### src/rtl/interp_datapath_if.sv
// interp_datapath_if
//   Sample stream bundle for the transmit interpolator.
//   Input side:  in_valid/in_data/in_ready form a valid/ready push of 8-bit
//                signed low-rate samples.
//   Output side: out_req pulls one upsampled sample; out_valid/out_data answer
//                one cycle later. underrun/underrun_cnt report requests that
//                found no fresh data.
//   master: the producer/consumer outside the interpolator.
//   slave:  the interpolator itself.
interface interp_datapath_if;
    logic              in_valid;
    logic signed [7:0] in_data;
    logic              in_ready;
    logic              out_req;
    logic              out_valid;
    logic signed [7:0] out_data;
    logic              underrun;
    logic [7:0]        underrun_cnt;

    modport master (
        output in_valid, in_data, out_req,
        input  in_ready, out_valid, out_data, underrun, underrun_cnt
    );

    modport slave (
        input  in_valid, in_data, out_req,
        output in_ready, out_valid, out_data, underrun, underrun_cnt
    );
endinterface

### src/rtl/interp_datapath.sv
// interp_datapath
//   Transmit-direction upsampler. Low-rate signed samples are buffered in a
//   small FIFO; each sample is expanded into R = 2^interp_ratio output samples
//   by linear interpolation from the previous sample towards the current one.
//   Ports:
//     clk           rising-edge clock
//     reset         asynchronous active-high reset
//     enable        low freezes all state and ignores handshakes
//     clear         synchronous flush of FIFO, samples and counters
//     interp_ratio  s, R = 2^s; latched when a sample is popped
//     bus           sample stream (slave side of interp_datapath_if)
module interp_datapath #(
    parameter int FIFO_DEPTH = 4
) (
    input  logic       clk,
    input  logic       reset,
    input  logic       enable,
    input  logic       clear,
    input  logic [1:0] interp_ratio,
    interp_datapath_if.slave bus
);

    localparam int PTR_W = (FIFO_DEPTH > 1) ? $clog2(FIFO_DEPTH) : 1;
    localparam int CNT_W = $clog2(FIFO_DEPTH + 1);

    typedef enum logic {IDLE, RUN} state_t;

    logic signed [7:0] mem [FIFO_DEPTH];
    logic [PTR_W-1:0]  wr_ptr_reg;
    logic [PTR_W-1:0]  rd_ptr_reg;
    logic [CNT_W-1:0]  count_reg;

    state_t            state_reg;
    logic signed [7:0] prev_reg;
    logic signed [7:0] cur_reg;
    logic [2:0]        k_reg;
    logic [1:0]        s_lat_reg;

    logic              out_valid_reg;
    logic signed [7:0] out_data_reg;
    logic              underrun_reg;
    logic [7:0]        underrun_cnt_reg;

    logic full, empty, active, push, pop, k_last;
    logic [3:0]         r_minus1;
    logic signed [8:0]  diff;
    logic signed [11:0] diff_ext, k_ext, prod, shifted;
    logic signed [7:0]  interp_val;

    assign full   = (count_reg == CNT_W'(FIFO_DEPTH));
    assign empty  = (count_reg == '0);
    assign active = enable & ~clear;

    // in_ready looks at full only, so a pop in the same cycle never makes
    // room for a push.
    assign bus.in_ready = enable & ~full;
    assign push         = active & bus.in_valid & ~full;

    assign r_minus1 = (4'd1 << s_lat_reg) - 4'd1;
    assign k_last   = (k_reg == r_minus1[2:0]);

    // IDLE pops whenever data is waiting; RUN pops only on the request that
    // emits the last phase of the current sample.
    assign pop = active & ~empty &
                 ((state_reg == IDLE) | (bus.out_req & k_last));

    // prev + floor((cur - prev) * k / 2^s). The result always lies between
    // prev and cur, so truncating the sum to 8 bits is exact.
    assign diff       = {cur_reg[7], cur_reg} - {prev_reg[7], prev_reg};
    assign diff_ext   = {{3{diff[8]}}, diff};
    assign k_ext      = {9'd0, k_reg};
    assign prod       = diff_ext * k_ext;
    assign shifted    = prod >>> s_lat_reg;
    assign interp_val = 8'({{4{prev_reg[7]}}, prev_reg} + shifted);

    // Sample storage carries no reset so it can map onto RAM.
    always_ff @(posedge clk) begin
        if (push) begin
            mem[wr_ptr_reg] <= bus.in_data;
        end
    end

    always_ff @(posedge clk or posedge reset) begin
        if (reset) begin
            wr_ptr_reg       <= '0;
            rd_ptr_reg       <= '0;
            count_reg        <= '0;
            state_reg        <= IDLE;
            prev_reg         <= '0;
            cur_reg          <= '0;
            k_reg            <= '0;
            s_lat_reg        <= '0;
            out_valid_reg    <= 1'b0;
            out_data_reg     <= '0;
            underrun_reg     <= 1'b0;
            underrun_cnt_reg <= '0;
        end else if (clear) begin
            // out_data and s_lat are left alone: out_data only changes when a
            // request is served, s_lat is reloaded at the next pop anyway.
            wr_ptr_reg       <= '0;
            rd_ptr_reg       <= '0;
            count_reg        <= '0;
            state_reg        <= IDLE;
            prev_reg         <= '0;
            cur_reg          <= '0;
            k_reg            <= '0;
            out_valid_reg    <= 1'b0;
            underrun_reg     <= 1'b0;
            underrun_cnt_reg <= '0;
        end else if (!enable) begin
            out_valid_reg <= 1'b0;
            underrun_reg  <= 1'b0;
        end else begin
            out_valid_reg <= 1'b0;
            underrun_reg  <= 1'b0;

            if (push) begin
                wr_ptr_reg <= wr_ptr_reg + 1'b1;
            end
            if (pop) begin
                rd_ptr_reg <= rd_ptr_reg + 1'b1;
            end
            count_reg <= count_reg + CNT_W'(push) - CNT_W'(pop);

            case (state_reg)
                IDLE: begin
                    // Nothing being interpolated: repeat the last value.
                    if (bus.out_req) begin
                        out_valid_reg <= 1'b1;
                        out_data_reg  <= prev_reg;
                        underrun_reg  <= 1'b1;
                        if (underrun_cnt_reg != 8'hFF) begin
                            underrun_cnt_reg <= underrun_cnt_reg + 8'd1;
                        end
                    end
                    if (!empty) begin
                        cur_reg   <= mem[rd_ptr_reg];
                        k_reg     <= '0;
                        s_lat_reg <= interp_ratio;
                        state_reg <= RUN;
                    end
                end
                RUN: begin
                    if (bus.out_req) begin
                        out_valid_reg <= 1'b1;
                        out_data_reg  <= interp_val;
                        if (!k_last) begin
                            k_reg <= k_reg + 3'd1;
                        end else begin
                            prev_reg <= cur_reg;
                            if (!empty) begin
                                cur_reg   <= mem[rd_ptr_reg];
                                k_reg     <= '0;
                                s_lat_reg <= interp_ratio;
                            end else begin
                                state_reg <= IDLE;
                            end
                        end
                    end
                end
                default: state_reg <= IDLE;
            endcase
        end
    end

    assign bus.out_valid    = out_valid_reg;
    assign bus.out_data     = out_data_reg;
    assign bus.underrun     = underrun_reg;
    assign bus.underrun_cnt = underrun_cnt_reg;

endmodule

### src/flat_wrapper.sv
// flat-port wrapper written by rule: the top's interface ports become plain ports
module interp_datapath_flat 
#(
    parameter int FIFO_DEPTH = 4
)
  (clk, reset, enable, clear, interp_ratio, bus_in_valid, bus_in_data, bus_out_req, bus_in_ready, bus_out_valid, bus_out_data, bus_underrun, bus_underrun_cnt);
  interp_datapath_if bus_i ();
  input  logic clk;
  input  logic reset;
  input  logic enable;
  input  logic clear;
  input  logic [1:0] interp_ratio;
  input wire logic [$bits(bus_i.in_valid)-1:0] bus_in_valid;
  input wire logic [$bits(bus_i.in_data)-1:0] bus_in_data;
  input wire logic [$bits(bus_i.out_req)-1:0] bus_out_req;
  output wire logic [$bits(bus_i.in_ready)-1:0] bus_in_ready;
  output wire logic [$bits(bus_i.out_valid)-1:0] bus_out_valid;
  output wire logic [$bits(bus_i.out_data)-1:0] bus_out_data;
  output wire logic [$bits(bus_i.underrun)-1:0] bus_underrun;
  output wire logic [$bits(bus_i.underrun_cnt)-1:0] bus_underrun_cnt;
  assign bus_i.in_valid = bus_in_valid;
  assign bus_i.in_data = bus_in_data;
  assign bus_i.out_req = bus_out_req;
  assign bus_in_ready = bus_i.in_ready;
  assign bus_out_valid = bus_i.out_valid;
  assign bus_out_data = bus_i.out_data;
  assign bus_underrun = bus_i.underrun;
  assign bus_underrun_cnt = bus_i.underrun_cnt;
  interp_datapath #(.FIFO_DEPTH(FIFO_DEPTH)) u_core (.clk(clk), .reset(reset), .enable(enable), .clear(clear), .interp_ratio(interp_ratio), .bus(bus_i));
endmodule
### config.mk
export PLATFORM = sky130hd
export DESIGN_NAME = interp_datapath_flat
export DESIGN_NICKNAME = d
export VERILOG_FILES = /design/src/rtl/interp_datapath_if.sv /design/src/rtl/interp_datapath.sv /design/src/flat_wrapper.sv
export SDC_FILE = /design/constraint.sdc
export NUM_CORES = 1
export LEC_CHECK = 0
export ABC_AREA = 1
export CAP_MARGIN = 10
export CORE_UTILIZATION = 64
export CTS_CLUSTER_SIZE = 30
export DETAILED_ROUTE_END_ITERATION = 12
export PLACE_DENSITY = 0.93
export SETUP_SLACK_MARGIN = 0.2
export SYNTH_ARGS = -nofsm -noshare
export SYNTH_HDL_FRONTEND = slang
export SYNTH_SLANG_ARGS = --single-unit
### constraint.sdc
create_clock -name clk -period 13.9 [get_ports clk]
set_input_delay 3.475 -clock clk [delete_from_list [all_inputs] [get_ports clk]]
set_output_delay 3.475 -clock clk [all_outputs]
set_load 0.05 [all_outputs]
==> out/results.ini <==
[setup_path]
rrSetupSlack_ns = 8.65
path_class = in2out
cp-start-kind = primary input
end_kind = primary output
r2r-end = u_core.bus.out_data[7]
critPathLaunch = enable
r2r_cells = 34
crit_path_end = bus_in_ready
cpPeakStageDelay_ns = 0.84
cpMaxStageDelayCell = clkdlybuf4s50_1
path_cells = clkdlybuf4s50_1 > inv_1 > a31oi_1 > clkdlybuf4s50_1
cp.arrival_ns = 5.08
path_common_cell = clkdlybuf4s50_1
rr_startpoint = u_core.prev_reg[0]
cp.required_ns = 10.43
critPathMaxFanout = 3

[layout]
drive_above_1_share_pct = 6.491
largest_register_ffs = 32
syn2layout_area_growth_pct = 11.26
nNetsFinal = 711
nFillCells = 535
final_util_pct = 73.87
fin_cells = 749
top_register = u_core.mem
antenna_cells = 0

[cts]
numClockSinks = 79
clk_path_buf_depth = 2
postCtsSetupBuffers = 0
cts_hold_buf = 0
cts_resized = 0
cts_root_buffer = clkbuf_8
cts_tree = done
path_clk_slew_ns = 0.10
cts_made_buffers = 9
clk_latency_ns = 0.37
htree_levels = 3

[detailed_routing]
routed_wl_um = 11470
drc = 0
wl_per_cell_um = 15.31
postRouteAntennaNets = 0
drt_first_pass_iters = 5
vias_per_cell = 5.786
vias = 4334
drt_iter0_drc = 316

[timing]
slew_viol_final = 0
timing.fmax_ghz = 0.1169
clock_skew_ns = 0.01184
hold_viol_final = 0
min_period_ns = 8.552
finalSetupViolCount = 0
relSlewSlack_pct = 34.63
fin_setup_tns_ns = 0
rsz0062_at_grt = false
holdWs_ns = 0.4995
worst_pin_slew_ns = 0.9791
final.period_utilization_pct = 61.53

[logic_synthesis]
synth.distinct_cells = 43
syn_area_um2 = 5157
yosys_warnings = 0
synth_seq_area_share_pct = 41.44
syn_avg_cell_area_um2 = 8.455
synthesis.instances = 610
synth-seq-cells = 79
syn-num-nets = 679

[power_and_ir_drop]
seqPwrFrac_pct = 45.8
cellPowerDensity_nw_per_um2 = 103.7
p_comb_share_pct = 25.2
swShare_pct = 36.86
p_int_mw = 0.3756
switching_power_mw = 0.2192
p_leak_nw = 2.683
clkPwrFrac_pct = 29.0
peakVddDrop_uv = 99.29

[hold_path]
hold_class = reg2reg
whs_path_depth = 2

[global_route]
antenna_found_initial = 0
track_usage_pct = 29.63
grt_max_degree = 48
overflow = 0
grt_first_pass_wirelength_um = 19450
grt_pass1_vias = 4403

[die]
io_pins = 35
die_y_um = 91.77
core-area_um2 = 7767
die_w_um = 91.77
initial_core_util_pct = 66.40
rows = 32
die-area_um2 = 8422

[placed_design]
numPortBuffers = 34
finalWeightedCongestion = 0.8505
post-dp-hpwl_um = 8574
dp.cells = 733

[flow_run]
maxCapViolCount = 0

[outcome]
outcome = complete, no violations

routing by layer:
metal / GRT usage, % / share of wire (%) / up-vias
met4: 13.93 / 3.2 / 0
met5: 0 / 0 / -
met3: 5.390 / 4.7 / 38
li1: - / - / 2068
met1: 35.24 / 41 / 2074
met2: 52.07 / 51 / 154
kinds of logic after synthesis:
| family | share of synthesized area, % |
|---|---|
| AO/OA/AOI/OAI | 13.17 |
| adder cells (fa/ha/maj) | 14.46 |
| buffers and inverters | 9.437 |
| XOR/XNOR | 2.887 |
| multiplexers | 0.1941 |
| flip-flops | 41.44 |
| AND/OR/NAND/NOR | 18.41 |
synthesized netlist by cell type (all sizes together):
master | instances | share of area (%)
nand3b | 2 | 0.29
a211oi | 3 | 0.63
nand4 | 2 | 0.24
o221ai | 3 | 0.51
buf | 5 | 0.87
o21bai | 4 | 0.58
a31oi | 6 | 0.73
and3 | 1 | 0.12
nand3 | 27 | 2.9
xnor2 | 6 | 1.0
o211ai | 1 | 0.15
ha | 42 | 10
nand2 | 108 | 8.1
nor2 | 66 | 4.9
edfxtp | 32 | 19
a22o | 1 | 0.17
a311oi | 1 | 0.17
nor3b | 1 | 0.15
dfrtp | 47 | 23
xor2 | 11 | 1.9
inv | 106 | 7.7
a21o | 1 | 0.15
or2 | 7 | 0.85
clkbuf | 8 | 0.78
nor3 | 7 | 0.90
a221oi | 1 | 0.17
fa | 11 | 4.3
mux2i | 1 | 0.19
a21oi | 29 | 2.9
clkinv | 1 | 0.073
o21ai | 55 | 5.3
o22ai | 14 | 1.7
metrics by stage:
step	instance area, µm²	setup WS [ns]	power (mW)
floorplan	5157	6.077	0.3869
global placement	5540	5.376	0.4127
detailed placement	5540	5.348	0.4219
CTS	5738	5.351	0.5925
global route	5738	5.313	0.6204
finish	5738	5.348	0.5948
power groups by stage:
stage	Clock, mW	Sequential (mW)	Combinational, mW
2_1_floorplan	0	0.278	0.109
3_3_place_gp	0	0.275	0.138
3_5_place_dp	0	0.276	0.146
4_1_cts	0.172	0.271	0.149
5_1_grt	0.181	0.274	0.166
6_report	0.173	0.272	0.150
cell type report:
type                       instances  area (µm²)  share of cell area [%]
sequential                        79        2137                   37.24
clock inverter                     7       73.82                   1.287
clock buffer                       9       123.9                   2.159
timing repair buffer              34       340.3                   5.931
inverter                         107       401.6                   7.000
tap                              102       127.6                   2.224
multi-input combinational        411        2534                   44.16
how the worst min path moves through the flow:
| stage | start | to | slack, ns |
|---|---|---|---|
| floorplan | u_core.cur_reg[0] | u_core.prev_reg[0] | 0.50 |
| global placement | u_core.bus.out_data[6] | u_core.bus.out_data[6] | 0.47 |
| detailed placement | u_core.bus.out_data[7] | u_core.bus.out_data[7] | 0.48 |
| CTS | u_core.bus.out_data[7] | u_core.bus.out_data[7] | 0.50 |
| global route | u_core.bus.out_data[6] | u_core.bus.out_data[6] | 0.53 |
| finish | u_core.bus.out_data[7] | u_core.bus.out_data[7] | 0.50 |
cells in the final DEF, fill, tap and decap left out, types with 3 or more instances in the layout:
cell	count
dfrtp_1	47
o21ai_0	42
xnor2_1	6
xor2_1	11
inv_6	3
nor2_1	64
clkdlybuf4s50_1	34
clkbuf_8	9
nand2_2	4
a21oi_1	28
edfxtp_1	32
o21ai_1	13
nor3_1	6
o21bai_1	4
a31oi_1	6
nand2_1	104
or2_1	3
nand3_2	3
fa_1	11
inv_1	97
nand3_1	24
ha_1	42
inv_2	9
o22ai_1	14
or2_2	4
o221ai_1	3
worst max-delay path, delay by kind of cell:
family,cells,cell delay (ns)
AO/OA/AOI/OAI,1,0.19
buffers and inverters,3,1.41
Note: power is estimated with default switching activity, not from simulation.
